File: src/rtl/game_sequencer.sv
// Falling-block game control FSM: spawn, gravity/move arbitration, lock, row scan/clear, scoring.
// Optional hard drop (DROP state) is enabled by defining TETRIS_HARD_DROP_EN.
module game_sequencer #(
  parameter int unsigned GRAV_START = 48,
  parameter int unsigned GRAV_MIN   = 4,
  parameter int unsigned ROWS       = 18
) (
  input  logic            Clk,
  input  logic            Reset,
  input  logic            frame_tick,
  input  logic            start,
  input  logic            req_left,
  input  logic            req_right,
  input  logic            req_rot,
  input  logic            req_down,
  input  logic            req_drop,
  input  logic            blk_left,
  input  logic            blk_right,
  input  logic            blk_rot,
  input  logic            blk_down,
  input  logic            spawn_blocked,
  input  logic [ROWS-1:0] row_full,
  output logic            cmd_left,
  output logic            cmd_right,
  output logic            cmd_rot,
  output logic            cmd_down,
  output logic            spawn,
  output logic            lock,
  output logic            clear_stb,
  output logic [4:0]      clear_row,
  output logic            game_over,
  output logic            busy,
  output logic [9:0]      lines
);

  localparam int unsigned GravMax   = (GRAV_START > GRAV_MIN) ? GRAV_START : GRAV_MIN;
  localparam int unsigned CntW      = $clog2(GravMax + 1);
  localparam logic [4:0]  IdxBottom = 5'(ROWS - 1);
  localparam logic [9:0]  LinesMax  = 10'h3ff;

  typedef enum logic [2:0] {
    StIdle,
    StSpawn,
    StPlay,
    StLock,
    StScan,
    StClear,
    StOver
`ifdef TETRIS_HARD_DROP_EN
    ,
    StDrop
`endif
  } state_e;

  state_e            state_q, state_d;
  logic [CntW-1:0]   grav_cnt_q, grav_cnt_d;
  logic [4:0]        idx_q, idx_d;
  logic [9:0]        lines_q, lines_d;
  logic [CntW-1:0]   period;
  logic [31:0]       grav_sub;
  logic              grav_due;

`ifndef TETRIS_HARD_DROP_EN
  logic unused_req_drop;
  assign unused_req_drop = req_drop;
`endif

  // Speed-up of 2 frames per 8 lines, floored at GRAV_MIN without unsigned wrap.
  assign grav_sub = {23'd0, lines_q[9:3], 1'b0};

  always_comb begin
    if (GRAV_START > GRAV_MIN + grav_sub) begin
      period = CntW'(GRAV_START - grav_sub);
    end else begin
      period = CntW'(GRAV_MIN);
    end
  end

  // A count of 1 means this tick's decrement reaches zero.
  assign grav_due = req_down || (grav_cnt_q <= CntW'(1));

  always_comb begin
    state_d    = state_q;
    grav_cnt_d = grav_cnt_q;
    idx_d      = idx_q;
    lines_d    = lines_q;
    cmd_left   = 1'b0;
    cmd_right  = 1'b0;
    cmd_rot    = 1'b0;
    cmd_down   = 1'b0;
    spawn      = 1'b0;
    lock       = 1'b0;
    clear_stb  = 1'b0;

    unique case (state_q)
      StIdle: begin
        if (start) begin
          state_d = StSpawn;
        end
      end

      StSpawn: begin
        spawn      = 1'b1;
        grav_cnt_d = period;
        state_d    = spawn_blocked ? StOver : StPlay;
      end

      StPlay: begin
        if (frame_tick) begin
          if (grav_due) begin
            if (blk_down) begin
              state_d = StLock;
            end else begin
              cmd_down   = 1'b1;
              grav_cnt_d = period;
            end
          end else begin
            grav_cnt_d = grav_cnt_q - CntW'(1);
`ifdef TETRIS_HARD_DROP_EN
            if (req_drop) begin
              state_d = StDrop;
            end else
`endif
            if (req_rot) begin
              cmd_rot = !blk_rot;
            end else if (req_left && req_right) begin
              cmd_left  = 1'b0;
              cmd_right = 1'b0;
            end else if (req_left) begin
              cmd_left = !blk_left;
            end else if (req_right) begin
              cmd_right = !blk_right;
            end
          end
        end
      end

      StLock: begin
        lock    = 1'b1;
        idx_d   = IdxBottom;
        state_d = StScan;
      end

      StScan: begin
        if (row_full[idx_q]) begin
          state_d = StClear;
        end else if (idx_q == 5'd0) begin
          state_d = StSpawn;
        end else begin
          idx_d = idx_q - 5'd1;
        end
      end

      // Index is held: rows above shift down into the cleared row.
      StClear: begin
        clear_stb = 1'b1;
        if (lines_q != LinesMax) begin
          lines_d = lines_q + 10'd1;
        end
        state_d = StScan;
      end

      StOver: begin
        if (start) begin
          lines_d = '0;
          state_d = StSpawn;
        end
      end

`ifdef TETRIS_HARD_DROP_EN
      StDrop: begin
        if (blk_down) begin
          state_d = StLock;
        end else begin
          cmd_down = 1'b1;
        end
      end
`endif

      default: begin
        state_d = StIdle;
      end
    endcase
  end

  always_ff @(posedge Clk) begin
    if (Reset) begin
      state_q    <= StIdle;
      grav_cnt_q <= CntW'(GRAV_START);
      idx_q      <= IdxBottom;
      lines_q    <= '0;
    end else begin
      state_q    <= state_d;
      grav_cnt_q <= grav_cnt_d;
      idx_q      <= idx_d;
      lines_q    <= lines_d;
    end
  end

  assign clear_row = idx_q;
  assign lines     = lines_q;
  assign game_over = (state_q == StOver);
  assign busy      = (state_q != StIdle) && (state_q != StOver);

endmodule

File: config.mk
export PLATFORM = sky130hd
export DESIGN_NAME = game_sequencer
export DESIGN_NICKNAME = d
export VERILOG_FILES = /design/src/rtl/game_sequencer.sv
export SDC_FILE = /design/constraint.sdc
export NUM_CORES = 1
export LEC_CHECK = 0
export ABC_AREA = 1
export CORE_ASPECT_RATIO = 1.1
export CORE_MARGIN = 8
export CORE_UTILIZATION = 35
export CTS_BUF_LIST = sky130_fd_sc_hd__clkbuf_8
export CTS_CLUSTER_SIZE = 14
export DETAILED_ROUTE_END_ITERATION = 6
export GPL_TIMING_DRIVEN = 1
export PLACE_DENSITY = 0.67
export SKIP_CTS_REPAIR_TIMING = 1
export SLEW_MARGIN = 30
export SYNTH_ARGS = -nofsm -noshare
export SYNTH_HDL_FRONTEND = slang
export SYNTH_SLANG_ARGS = --single-unit
File: constraint.sdc
create_clock -name Clk -period 2.6 [get_ports Clk]
set_input_delay 0.26 -clock Clk [delete_from_list [all_inputs] [get_ports Clk]]
set_output_delay 0.26 -clock Clk [all_outputs]
set_load 0.02 [all_outputs]
After elaboration in Yosys (flattened, before gate mapping)
Index checks and enable logic that the tools add are counted.
{ "totals": {"reg_bits": 24, "out_inout_bits": 24, "word_cells": 93, "inputBits": 32} }
{ "op_classes": {"order_cmp": 3, "n_addsub": 5, "n_eq_ne": 18, "n_mux": 45, "n_reduce_logical": 18} }
{ "ops": {"columns": ["op", "n"], "rows": [
  ["two-way mux 1 bit", 25],
  ["two-way mux 6 bit", 4],
  ["two-way mux 3 bit", 7],
  ["two-way mux 10 bit", 2],
  ["case mux 10 bit (2 select lines)", 1],
  ["case mux 3 bit (5 select lines)", 1],
  ["inequality test 2 bit (second input constant)", 7],
  ["case mux 6 bit (2 select lines)", 1],
  ["adder 10 x 1 -> 10 bit (second input constant)", 1],
  ["two-way mux 5 bit", 2],
  ["inequality test 10 bit (second input constant)", 1],
  ["case mux 5 bit (2 select lines)", 1],
  ["adder 3 x 8 -> 9 bit (first input constant)", 1],
  ["equality test 3 bit (second input constant)", 3],
  ["> comparator 6 x 9 -> 1 bit (first input constant)", 1],
  ["inequality test 3 bit (second input constant)", 3],
  ["AND reduction 3 bit", 3],
  ["equality test 3 x 2 -> 1 bit (second input constant)", 2],
  ["<= comparator 6 x 1 -> 1 bit (second input constant)", 1],
  ["< comparator 5 x 6 -> 1 bit (second input constant)", 1],
  ["nonzero test 2 bit", 3],
  ["subtractor 6 x 1 -> 6 bit (second input constant)", 1],
  ["subtractor 6 bit (first input constant)", 1],
  ["binary-select mux 1 bit (select 5 bit)", 1],
  ["other kinds (11)", 15]
]} }

Logic depth before layout (Yosys ltp)
{ "depth": {"ltp_word": 8, "ltp_mapped": 15, "ltp_nobuf": 15} }

Worst setup path after synthesis
No wires, ideal clock.
{ "synth_path": {"kind": "register to output", "startpoint": "register grav_cnt_q[0]", "endpoint": "output port cmd_left", "path_buffers": 1, "arrival_time_ns": 1.853, "path_stages_with_launch": 9, "t_required_ns": 2.340, "slack_ns": 0.487, "path_cell_list": "dfxtp_1 -> inv_1 -> ha_1 -> o211ai_1 -> nand2_1 -> nor2_2 -> inv_2 -> buf_6 -> nor4_1"} }
{ "synth_between": {"elab_chain_len": 5} }
{ "synth_rtl": {"columns": ["element", "line_no", "text"], "rows": [
  ["from (decl)", "56", "logic [CntW-1:0] grav_cnt_q, grav_cnt_d;"],
  ["from (signal assigned)", "189", "grav_cnt_q <= CntW'(GRAV_START);"],
  ["from (signal assigned)", "194", "grav_cnt_q <= grav_cnt_d;"],
  ["<= comparator 6 x 1 -> 1 bit", "80", "assign grav_due = req_down || (grav_cnt_q <= CntW'(1));"],
  ["logical OR 1 bit", "80", null],
  ["two-way mux 1 bit", "110", "if (grav_due) begin"],
  ["two-way mux 1 bit", "109", "if (frame_tick) begin"],
  ["two-way mux 1 bit", "95", "unique case (state_q)"],
  ["to (decl)", "23", "output logic cmd_left,"]
]} }
No other way between the ends.

Worst setup path in the final report
{ "layout_path": {"startpoint": "register state_q[1]", "endpoint": "output port cmd_down"} }
{ "layout_between": {"elab_chain_len": 2} }
{ "layout_rtl": {"columns": ["element", "line_no", "text"], "rows": [
  ["from (decl)", "55", "state_e state_q, state_d;"],
  ["from (signal assigned)", "188", "state_q <= StIdle;"],
  ["from (signal assigned)", "193", "state_q <= state_d;"],
  ["equality test 3 x 2 -> 1 bit", "95", null],
  ["two-way mux 1 bit", "95", null],
  ["to (decl)", "26", "output logic cmd_down,"]
]} }
No other way between the ends.

==> flow_summary_export.csv <==
group,metric,value,unit
floorplan,initial_core_util,35.8,%
global_route,grt_first_pass_wirelength,8760,um
clock_network,cts_sinks,24,
logic_synthesis,synthArstFlopShare,0,%
power,power.total,1700,uW
logic_synthesis,synth_flop_cell,"dfxtp_1",
place,post_dp_cell_area,2510,um2
critical_path,worstReg2RegEnd,"grav_cnt_q[4]",
global_route,grt_antenna_before_repair,0,
finish,final_nets,397,
sta,max_slew.worst_pin.slew,477,ps
floorplan,fp-row-count,28,
place,gp_congestion,0.864,
detailed_routing,routed_wl,5020,um
logic_synthesis,synth_cells,299,
place,io_buffers,54,
floorplan,dieWidth,86.1,um
logic_synthesis,syn_area_per_cell,6.34,um2
place,hpwl,3950,um
logic_synthesis,syn_area,1890,um2
sta,relSlewSlack,68.2,%
critical_path,cp.arrival,2030,ps
logic_synthesis,synth_commonest_cells,"nand2_1, inv_1, nand3_1",
logic_synthesis,synth_largest_area_cell,"dfxtp_1",
finish,fin_area,2560,um2
critical_path,cp-endpoint,"cmd_down",
logic_synthesis,synth_edf_count,0,
power,p_leak,0.00116,uW
finish,syn2layout_area_growth,35.1,%
finish,antenna_cells,0,
clock_network,root_buffer,"clkbuf_8",
detailed_routing,drt_first_pass_iters,4,
critical_path,required,2340,ps
global_route,grt_max_degree,15,
detailed_routing,wire_per_inst,11.7,um
logic_synthesis,synthDistinctLibCells,32,
critical_path,endpoint_kind,"primary output",
finish,drive_above_1_share,8.19,%
clock_network,cts_tree,"built",
floorplan,pin_count,56,
sta,timing.final.crit_share,88.1,%
sta,slew_violations,0,
critical_path,worstSetupStartpointType,"flip-flop",
clock_network,numCtsBuffers,3,
global_route,track_usage,12.9,%
detailed_routing,vias,2031,
logic_synthesis,synth_most_common_cell,"nand2_1",
clock_network,path_clk_slew,80,ps
sta,finalCriticalPeriod,2290,ps
critical_path,worst-path-max-fanout,4,
hold_path,hp-class,"reg -> reg",
logic_synthesis,synth_area_leaders,"dfxtp_1, nand2_1, inv_1",
finish,nFillCells,573,
detailed_routing,vias_per_cell,4.73,
logic_synthesis,synth_warnings,0,
logic_synthesis,ys_ff_latch,24,
flow_run,maxCapViolations,0,
run_status,status,"finished clean",
sta,rsz0062_at_grt,"false",
critical_path,crit_type,"reg -> out",
critical_path,reg2reg_from,"grav_cnt_q[0]",
critical_path,crit_start,"state_q[1]",
global_route,grt_overflow_total,0,
power,power_density,663,nW/um2
clock_network,clk_latency,270,ps
floorplan,dieArea,8030,um2
floorplan,core_area,5290,um2
sta,finalClockSkew,1.48,ps
clock_network,ctsHtreeMaxLevel,1,
critical_path,rrSetupSlack,550,ps
finish,final_core_util,48.4,%
detailed_routing,drt_iter0_markers,102,
finish,final_cell_count_no_fill,429,
place,dp_cells,426,
floorplan,fp.dieH,93.2,um
sta,hold_ws,469,ps
logic_synthesis,synthesis.nets,340,
sta,fmax,437,MHz
critical_path,reg2reg_depth,11,
logic_synthesis,yosysTopAreaCellShare,25.4,%
global_route,grt_pass1_vias,1967,
clock_network,clockBufferDepth,2,
detailed_routing,drc,0,
sta,hold_viol_final,0,
logic_synthesis,yosysSeqAreaShare,25.4,%
power,ir_worst_vdd,0.480,mV
detailed_routing,drtAntennaViolNets,0,
sta,setup_viol,0,
[layout make-up]
type,count,area [um2],area share (%)
multi-input cells,216,1170,45.9
repair buffers,56,563,22.0
flip-flops and latches,24,480,18.8
inverters,55,206,8.07
well taps,75,93.8,3.67
clock buffers,3,41.3,1.61
[cells in the final DEF, fill, tap and decap left out, types with 2 or more instances in the layout]
cell	instances
or2_2	3
nor2_2	2
a21oi_1	19
nor4_1	4
o21ai_1	3
xnor2_1	3
dlymetal6s2s_1	3
clkdlybuf4s50_1	51
o211ai_1	3
nand3_1	31
dfxtp_1	24
inv_2	7
xor2_1	9
nand3_2	2
ha_1	9
nor3_1	6
inv_1	48
nand2_2	3
buf_4	2
nor3_2	3
nand4_1	4
a211oi_1	2
nor2_1	29
nand2_1	64
clkbuf_8	3
o21ai_0	10
[registers in the layout (all words and copies together) (netlist names)]
signal,count
grav_cnt_q,6
clear_row,5
lines,10
state_q,3
[metrics by stage]
step                      setup TNS (ps)  setup WS (ps)
after global placement                 0            311
after CTS                          -52.7          -32.9
after floorplan                        0            487
after detailed placement               0            283
after global routing                   0            181
final                                  0            311
[how the worst min path moves through the flow]
stage	start	endpoint	slack, ps	cells past startpoint
finish	grav_cnt_q[0]	grav_cnt_q[0]	470	1
global route	grav_cnt_q[0]	grav_cnt_q[0]	500	1
CTS	grav_cnt_q[0]	grav_cnt_q[0]	470	1
detailed placement	grav_cnt_q[0]	grav_cnt_q[0]	460	1
global placement	grav_cnt_q[0]	grav_cnt_q[0]	450	1
floorplan	Reset	lines[0]	340	1
[power breakdown]
group	internal (uW)	total, uW	switching [uW]
Sequential	435	536	101
Clock	104	226	122
Combinational	390	936	546
[critical path, cell delays in order (launching register included)]
cell,delay [ps]
dfxtp_1,380
inv_2,70
nor3_2,100
inv_1,110
or2_4,270
nor3_1,180
clkdlybuf4s50_1,640
[routing by layer]
| metal | routed length, um | vias up | GRT usage, % |
|---|---|---|---|
| li1 | - | 1075 | - |
| met1 | 2460 | 889 | 16.9 |
| met2 | 2100 | 62 | 20.4 |
| met3 | 416 | 5 | 3.51 |
| met4 | 45 | 0 | 3.22 |
| met5 | 0 | - | 0 |
[kinds of logic (layout without fill, tap and decap cells)]
group | count (synthesis) | in the layout | synth area share, %
simple gates | 153 | 153 | 37.0
buf+inv | 59 | 114 | 12.7
compound gates | 42 | 42 | 13.5
flops | 24 | 24 | 25.4
xor+xnor | 12 | 12 | 5.55
fa+ha+maj | 9 | 9 | 5.94
Power figures use the tool's default switching activity.
